<file path="config.mk">
export PLATFORM = sky130hd
export DESIGN_NAME = signed_digit_decomposer
export DESIGN_NICKNAME = d
export VERILOG_FILES = /design/src/rtl/signed_digit_decomposer_pkg.sv /design/src/rtl/signed_digit_decomposer_digit_step.sv /design/src/rtl/signed_digit_decomposer.sv
export SDC_FILE = /design/constraint.sdc
export NUM_CORES = 1
export LEC_CHECK = 0
export ABC_AREA = 1
export BUFFER_PORTS_ARGS = -buffer_cell sky130_fd_sc_hd__buf_4
export CORE_ASPECT_RATIO = 1.2
export CORE_MARGIN = 3
export CORE_UTILIZATION = 45
export DETAILED_ROUTE_END_ITERATION = 7
export GPL_TIMING_DRIVEN = 0
export PLACE_DENSITY = 0.68
export SLEW_MARGIN = 10
export SYNTH_ARGS = -nofsm -noshare
export SYNTH_HDL_FRONTEND = slang
export SYNTH_SLANG_ARGS = --single-unit
</file>
<file path="constraint.sdc">
create_clock -name clk -period 2.05 [get_ports clk]
set_input_delay 0.1025 -clock clk [delete_from_list [all_inputs] [get_ports clk]]
set_output_delay 0.1025 -clock clk [all_outputs]
set_load 0.01 [all_outputs]
</file>
<file path="src/rtl/signed_digit_decomposer_pkg.sv">
// Shared constants and state encoding for the signed digit decomposer.
// Lane count and lane width mirror the NTT lane bus that consumes the digits.
package signed_digit_decomposer_pkg;

    localparam int NTT_NUMBER    = 4;
    localparam int DATA_SIZE_ARB = 16;

    typedef enum logic [1:0] {
        SDD_IDLE = 2'd0,
        SDD_RUN  = 2'd1,
        SDD_DONE = 2'd2
    } sdd_state_e;

endpackage

</file>
<file path="src/rtl/signed_digit_decomposer_digit_step.sv">
// One balanced base-2^LOG_B digit extraction: x -> (digit mod Q, next x).
// Purely combinational; the caller owns the accumulator register.
module sdd_digit_step #(
    parameter int Q     = 12289,
    parameter int LOG_B = 7,
    parameter int W     = 16
) (
    input  logic signed [W+1:0] x_i,
    output logic        [W-1:0] lane_o,
    output logic signed [W+1:0] next_x_o
);

    localparam int B = 1 << LOG_B;
    localparam logic [LOG_B-1:0] HALF = LOG_B'(B / 2);

    logic        [LOG_B-1:0] r;
    logic signed [W+1:0]     shifted;

    // Digits above B/2 become negative (r - B) and carry one into the next
    // position; a negative digit is stored as Q - (B - r) so lanes stay in [0, Q).
    always_comb begin
        r       = x_i[LOG_B-1:0];
        shifted = x_i >>> LOG_B;
        if (r > HALF) begin
            lane_o   = W'(Q) - W'(B) + W'(r);
            next_x_o = shifted + (W+2)'(1);
        end else begin
            lane_o   = W'(r);
            next_x_o = shifted;
        end
    end

endmodule

</file>
<file path="src/rtl/signed_digit_decomposer.sv">
// Serially splits a coefficient in [0, Q) into DIGITS balanced signed digits,
// one per cycle, and presents them mod Q as a packed lane bus.
module signed_digit_decomposer
    import signed_digit_decomposer_pkg::*;
#(
    parameter int Q      = 12289,
    parameter int LOG_B  = 7,
    parameter int DIGITS = NTT_NUMBER,
    parameter int W      = DATA_SIZE_ARB
) (
    input  logic                clk,
    input  logic                reset,
    input  logic                in_valid,
    output logic                in_ready,
    input  logic [W-1:0]        value_in,
    output logic                out_valid,
    input  logic                out_ready,
    output logic [DIGITS*W-1:0] value_out,
    output logic                out_err
);

    localparam int CNT_W = (DIGITS > 1) ? $clog2(DIGITS) : 1;

    sdd_state_e           state_q;
    logic signed [W+1:0]  x_q;
    logic [CNT_W-1:0]     cnt_q;
    logic [DIGITS*W-1:0]  lanes_q;
    logic                 inReady_q;
    logic                 outValid_q;
    logic                 outErr_q;

    logic signed [W+1:0]  centered_d;
    logic        [W-1:0]  stepLane;
    logic signed [W+1:0]  stepNextX;

    // Map the upper half of [0, Q) to negatives so digits stay balanced.
    always_comb begin
        if (value_in > W'((Q - 1) / 2)) begin
            centered_d = $signed({2'b00, value_in}) - (W+2)'(Q);
        end else begin
            centered_d = $signed({2'b00, value_in});
        end
    end

    sdd_digit_step #(
        .Q     (Q),
        .LOG_B (LOG_B),
        .W     (W)
    ) u_step (
        .x_i      (x_q),
        .lane_o   (stepLane),
        .next_x_o (stepNextX)
    );

    always_ff @(posedge clk) begin
        if (reset) begin
            state_q    <= SDD_IDLE;
            x_q        <= '0;
            cnt_q      <= '0;
            lanes_q    <= '0;
            inReady_q  <= 1'b1;
            outValid_q <= 1'b0;
            outErr_q   <= 1'b0;
        end else begin
            case (state_q)
                SDD_IDLE: begin
                    if (in_valid) begin
                        x_q       <= centered_d;
                        cnt_q     <= '0;
                        lanes_q   <= '0;
                        outErr_q  <= 1'b0;
                        inReady_q <= 1'b0;
                        state_q   <= SDD_RUN;
                    end
                end
                SDD_RUN: begin
                    for (int k = 0; k < DIGITS; k++) begin
                        if (cnt_q == CNT_W'(k)) begin
                            lanes_q[k*W +: W] <= stepLane;
                        end
                    end
                    x_q <= stepNextX;
                    // Whatever is left after the last digit is the residual.
                    if (cnt_q == CNT_W'(DIGITS - 1)) begin
                        outErr_q   <= (stepNextX != '0);
                        outValid_q <= 1'b1;
                        state_q    <= SDD_DONE;
                    end else begin
                        cnt_q <= cnt_q + CNT_W'(1);
                    end
                end
                SDD_DONE: begin
                    if (out_ready) begin
                        outValid_q <= 1'b0;
                        inReady_q  <= 1'b1;
                        state_q    <= SDD_IDLE;
                    end
                end
                default: begin
                    outValid_q <= 1'b0;
                    inReady_q  <= 1'b1;
                    state_q    <= SDD_IDLE;
                end
            endcase
        end
    end

    assign in_ready  = inReady_q;
    assign out_valid = outValid_q;
    assign value_out = lanes_q;
    assign out_err   = outErr_q;

endmodule
</file>
==> results.md <==
Outcome:
- The flow ran to the end, and the final reports show no timing, DRC or antenna violations.

Worst setup path:
- The number of cells on the worst reg-to-reg path is 12.
- The worst path arrival time is 2.16 ns.
- The delay contributed by the slowest stage of the critical path is 0.38 ns.
- The cell with the largest stage delay on the worst path is sky130_fd_sc_hd__dfxtp_1.
- The type of destination of the critical path is a flip-flop.
- The reg2reg setup slack is around 0.13 ns.
- The most numerous cell on the critical path is sky130_fd_sc_hd__nand2_1.
- The worst setup path is of the reg2reg kind.
- The launching element type of the critical path is a flip-flop.
- The signal on the critical path passes through inv_1 > ha_1 > nand3_2 > nand2_4 > inv_2 > nand3_1 > nand2_1 > nand2_1 > nor2_1 > nand3_1 > nand2_1 > a21oi_1.
- For the worst setup path, the data required time is 2.29 ns.
- The maximum fanout along the worst path is 10.

Placement:
- The number of buffer cells added on primary ports is 78.
- The standard cell area after detailed placement is 4680 sq um.
- The detailed-placement wirelength estimate is 8210 microns.
- The congestion estimate from routability-driven global placement came to 0.927.

Floorplanning:
- In this run the core area contains 36 standard-cell rows.
- The horizontal extent of the die is 91.2 microns.
- The placeable core region is around 8300 sq um.
- The die height is about 110 microns.
- 87 I/O pins were placed.
- The starting density of the core is 0.473.
- The die covers just under 10000 sq um.

Clocking:
- The clock latency reported for the late side of the worst-skew pair is 0.37 ns.
- Buffers added to address setup during post-CTS repair amount to 0.
- Counting the buffers created by CTS gives 9.
- The tree is rooted in a sky130_fd_sc_hd__clkbuf_8.
- The H-tree was split into 3 levels.
- The clock tree from TritonCTS is yes.
- Clock tree synthesis found a total of 76 sinks.
- The clock passes through at most 2 buffers.
- The clock-pin slew reported for the worst setup and hold paths after clock tree synthesis is approximately 0.08 ns.

Logic synthesis:
- The count of mapped cells out of synthesis is 541.
- The most used flip-flop cell after synthesis is sky130_fd_sc_hd__dfxtp_1.
- The fraction of synthesis flops using an asynchronous set or reset pin is 0.
- The synthesized flop and latch total is 76.
- The area of the mapped netlist is just under 4000 sq um.
- The number of different library cells used by synthesis comes to 42.
- The count of warnings emitted by yosys is 0.
- Yosys mapped a number of flops with a built-in enable equal to 0.
- For this run, the register share of the synthesized area comes to 0.388.
- The mean area per synthesized cell is 7.25 sq um.

Final layout:
- The filler cell count in the final layout is just over 800.
- The library cell used most frequently in the layout, excluding fill and tap cells, is sky130_fd_sc_hd__nand2_1.
- The count of antenna diodes in the layout is 0.
- The relative area change from synthesis to final layout is 23.9%.
- In the final layout, the share of cells above drive strength 1 is 0.246.
- With fillers left out, the area of the finished cells amounts to 4860 sq um.
- Measured on the finished design, the core utilization comes to 0.587.
- In the final design database the tool counted 665 nets.
- Leaving out fill and tap cells, the most frequent cells in the layout are 111 x sky130_fd_sc_hd__nand2_1, 91 x sky130_fd_sc_hd__buf_4, 78 x sky130_fd_sc_hd__a21oi_1.

Drt:
- For this block, the routed nets add up to 10600 microns of wire.
- The detail-routed net length per standard cell is 14.1 microns.
- The length of the first detailed-routing pass in iterations is 5.
- The remaining routing DRC violations is 0.
- The via-per-instance ratio is 5.20.
- The detailed router finished its first iteration with 150 violations.
- The total vias in the final route is 3930.
- Once detail routing completed, the nets flagged for antenna violations numbered 0.

Global routing:
- Entering global routing, the biggest net connects 16 pins.
- The via count of the first global-routing pass is ~3700.
- The initial antenna violation count came to 0.
- The global-route wire length before repair is 17200 microns.
- For this run, the total global-route usage over all layers was measured as 0.220.
- The remaining global-route overflow is 0.

STA:
- In the finished design, the share of the clock period the worst path needs comes to 0.939.
- The number of failing setup endpoints in the final timing report is 0.
- Setup repair after global routing could not meet its margin everywhere.
- The number of endpoints with negative hold slack in the final report is 0.
- The transition time at the pin with the least slew margin is between 0.5 and 0.6 ns.
- Clock skew on the completed layout was measured at 0.0114 ns.
- The maximum clock frequency is 0.520 GHz.
- For the finished layout, the period the worst path requires is 1.92 ns.
- The max-slew headroom at the worst pin is 0.631.
- The count of final max-slew check failures is 0.

Power and ir drop:
- Of the total power, the share spent switching nets is 0.333.
- Summed over all cells, the static leakage comes to 2.16 nW.
- The share of total power dissipated in the clock network is 0.306.
- Across the VDD grid, the largest voltage drop is 0.000297 V.
- The share of total power dissipated in sequential elements is 0.476.
- The analysis attributes to net switching a power of between 0.001 and 0.0015 W.
- The power density over the cells is about 720 nW/um^2.
- The internal power contribution is 0.00234 W.
- Of the total power, combinational logic draws 0.218.

Run:
- The reported max-cap violation count is 0.

Worst hold path:
- The hold-critical path depth is 4.
- The class of the tightest hold or removal check is in2reg.
metal layers:
metal / up-vias / wire [microns] / part of all wire / global-route usage
li1: 1973 / - / - / -
met1: 1809 / 4540 / 0.43 / 0.255
met2: 127 / 5340 / 0.50 / 0.397
met3: 21 / 470 / 0.044 / 0.0278
met4: 0 / 290 / 0.027 / 0.109
met5: - / 0 / 0 / 0
Yosys cell counts (3+ instances only):
| library cell | n | area [sq um] |
|---|---|---|
| sky130_fd_sc_hd__nand2_1 | 111 | 417 |
| sky130_fd_sc_hd__a21oi_1 | 78 | 390 |
| sky130_fd_sc_hd__dfxtp_1 | 76 | 1520 |
| sky130_fd_sc_hd__o21ai_0 | 54 | 270 |
| sky130_fd_sc_hd__inv_1 | 47 | 176 |
| sky130_fd_sc_hd__nand3_1 | 36 | 180 |
| sky130_fd_sc_hd__nor2_1 | 23 | 86.3 |
| sky130_fd_sc_hd__buf_4 | 13 | 97.6 |
| sky130_fd_sc_hd__inv_2 | 9 | 33.8 |
| sky130_fd_sc_hd__ha_1 | 8 | 100 |
| sky130_fd_sc_hd__buf_2 | 7 | 35.0 |
| sky130_fd_sc_hd__clkbuf_1 | 7 | 26.3 |
| sky130_fd_sc_hd__o21ai_1 | 7 | 35.0 |
| sky130_fd_sc_hd__a21oi_2 | 6 | 52.6 |
| sky130_fd_sc_hd__nand4_1 | 5 | 31.3 |
| sky130_fd_sc_hd__a31oi_1 | 4 | 25.0 |
| sky130_fd_sc_hd__buf_6 | 4 | 45.0 |
| sky130_fd_sc_hd__nor2_2 | 4 | 25.0 |
| sky130_fd_sc_hd__xor2_1 | 4 | 35.0 |
| sky130_fd_sc_hd__nand2_4 | 3 | 33.8 |
| sky130_fd_sc_hd__nand3_2 | 3 | 30.0 |
| sky130_fd_sc_hd__nor3_1 | 3 | 15.0 |
| sky130_fd_sc_hd__nor3_2 | 3 | 30.0 |
| sky130_fd_sc_hd__xnor2_1 | 3 | 26.3 |
registers in the layout, indices dropped and copies added (netlist names):
name,flops
out_valid,1
in_ready,1
out_err,1
cnt_q,2
x_q,17
state_q,2
value_out,52
critical path: cells and delay by family, from the launching register on:
kind	cells	cell delay [ns]
buffers and inverters	2	0.29
flip-flops	1	0.38
adder cells (fa/ha/maj)	1	0.22
AO/OA/AOI/OAI	1	0.05
AND/OR/NAND/NOR	8	0.84
timing repair:
item / 4_1_cts / 5_1_grt
hold buffers: 0 / 0
gates resized for setup: 0 / 2
endpoints found under the setup margin: 0 / 1
final timing paths:
kind	from	endpoint
worst min-delay path	out_ready	state_q[1]
worst max register to register	x_q[0]	out_err
worst max-delay path	x_q[0]	out_err
worst min register to register	in_ready	in_ready
power groups by stage:
stage	Combinational [W]	Clock [W]	Sequential, W
finish	0.000764	0.00107	0.00167
global route	0.000850	0.00115	0.00168
CTS	0.000762	0.00109	0.00167
detailed placement	0.000759	0	0.00170
global placement	0.000747	0	0.00170
floorplan	0.000458	0	0.00171
stage by stage:
step / hold WS, ns / cells / TNS (ns) / setup WS [ns] / power [W]
global route: 0.0467 / 756 / -0.00212 / -0.00212 / 0.00368
floorplan: 0.247 / 548 / 0 / 0.460 / 0.00217
finish: 0.0239 / 756 / 0 / 0.126 / 0.00351
detailed placement: 0.395 / 740 / 0 / 0.134 / 0.00246
CTS: 0.0176 / 756 / 0 / 0.112 / 0.00352
global placement: 0.397 / 740 / 0 / 0.136 / 0.00244
cells by family (layout without fill, tap and decap cells):
| logic type | Yosys count | in the layout | share of synthesized area |
|---|---|---|---|
| adders and majority gates | 8 | 8 | 0.0255 |
| buffers and inverters | 89 | 183 | 0.110 |
| xor gates and xnor gates | 8 | 8 | 0.0198 |
| and+or+nand+nor | 199 | 199 | 0.235 |
| other | 1 | 8 | 0.000956 |
| AOI/OAI and AO/OA | 160 | 160 | 0.221 |
| DFF | 76 | 76 | 0.388 |
layout make-up:
class	count	area [sq um]	share of cell area
Buffer	32	211	0.0435
Clock buffer	9	124	0.0255
Clock inverter	7	58.8	0.0121
Inverter	57	219	0.0450
Multi-Input combinational cell	383	2000	0.411
Sequential cell	76	1520	0.313
Tap cell	114	143	0.0293
Timing Repair Buffer	78	586	0.120
No activity file was read; power rests on OpenSTA's default activity.
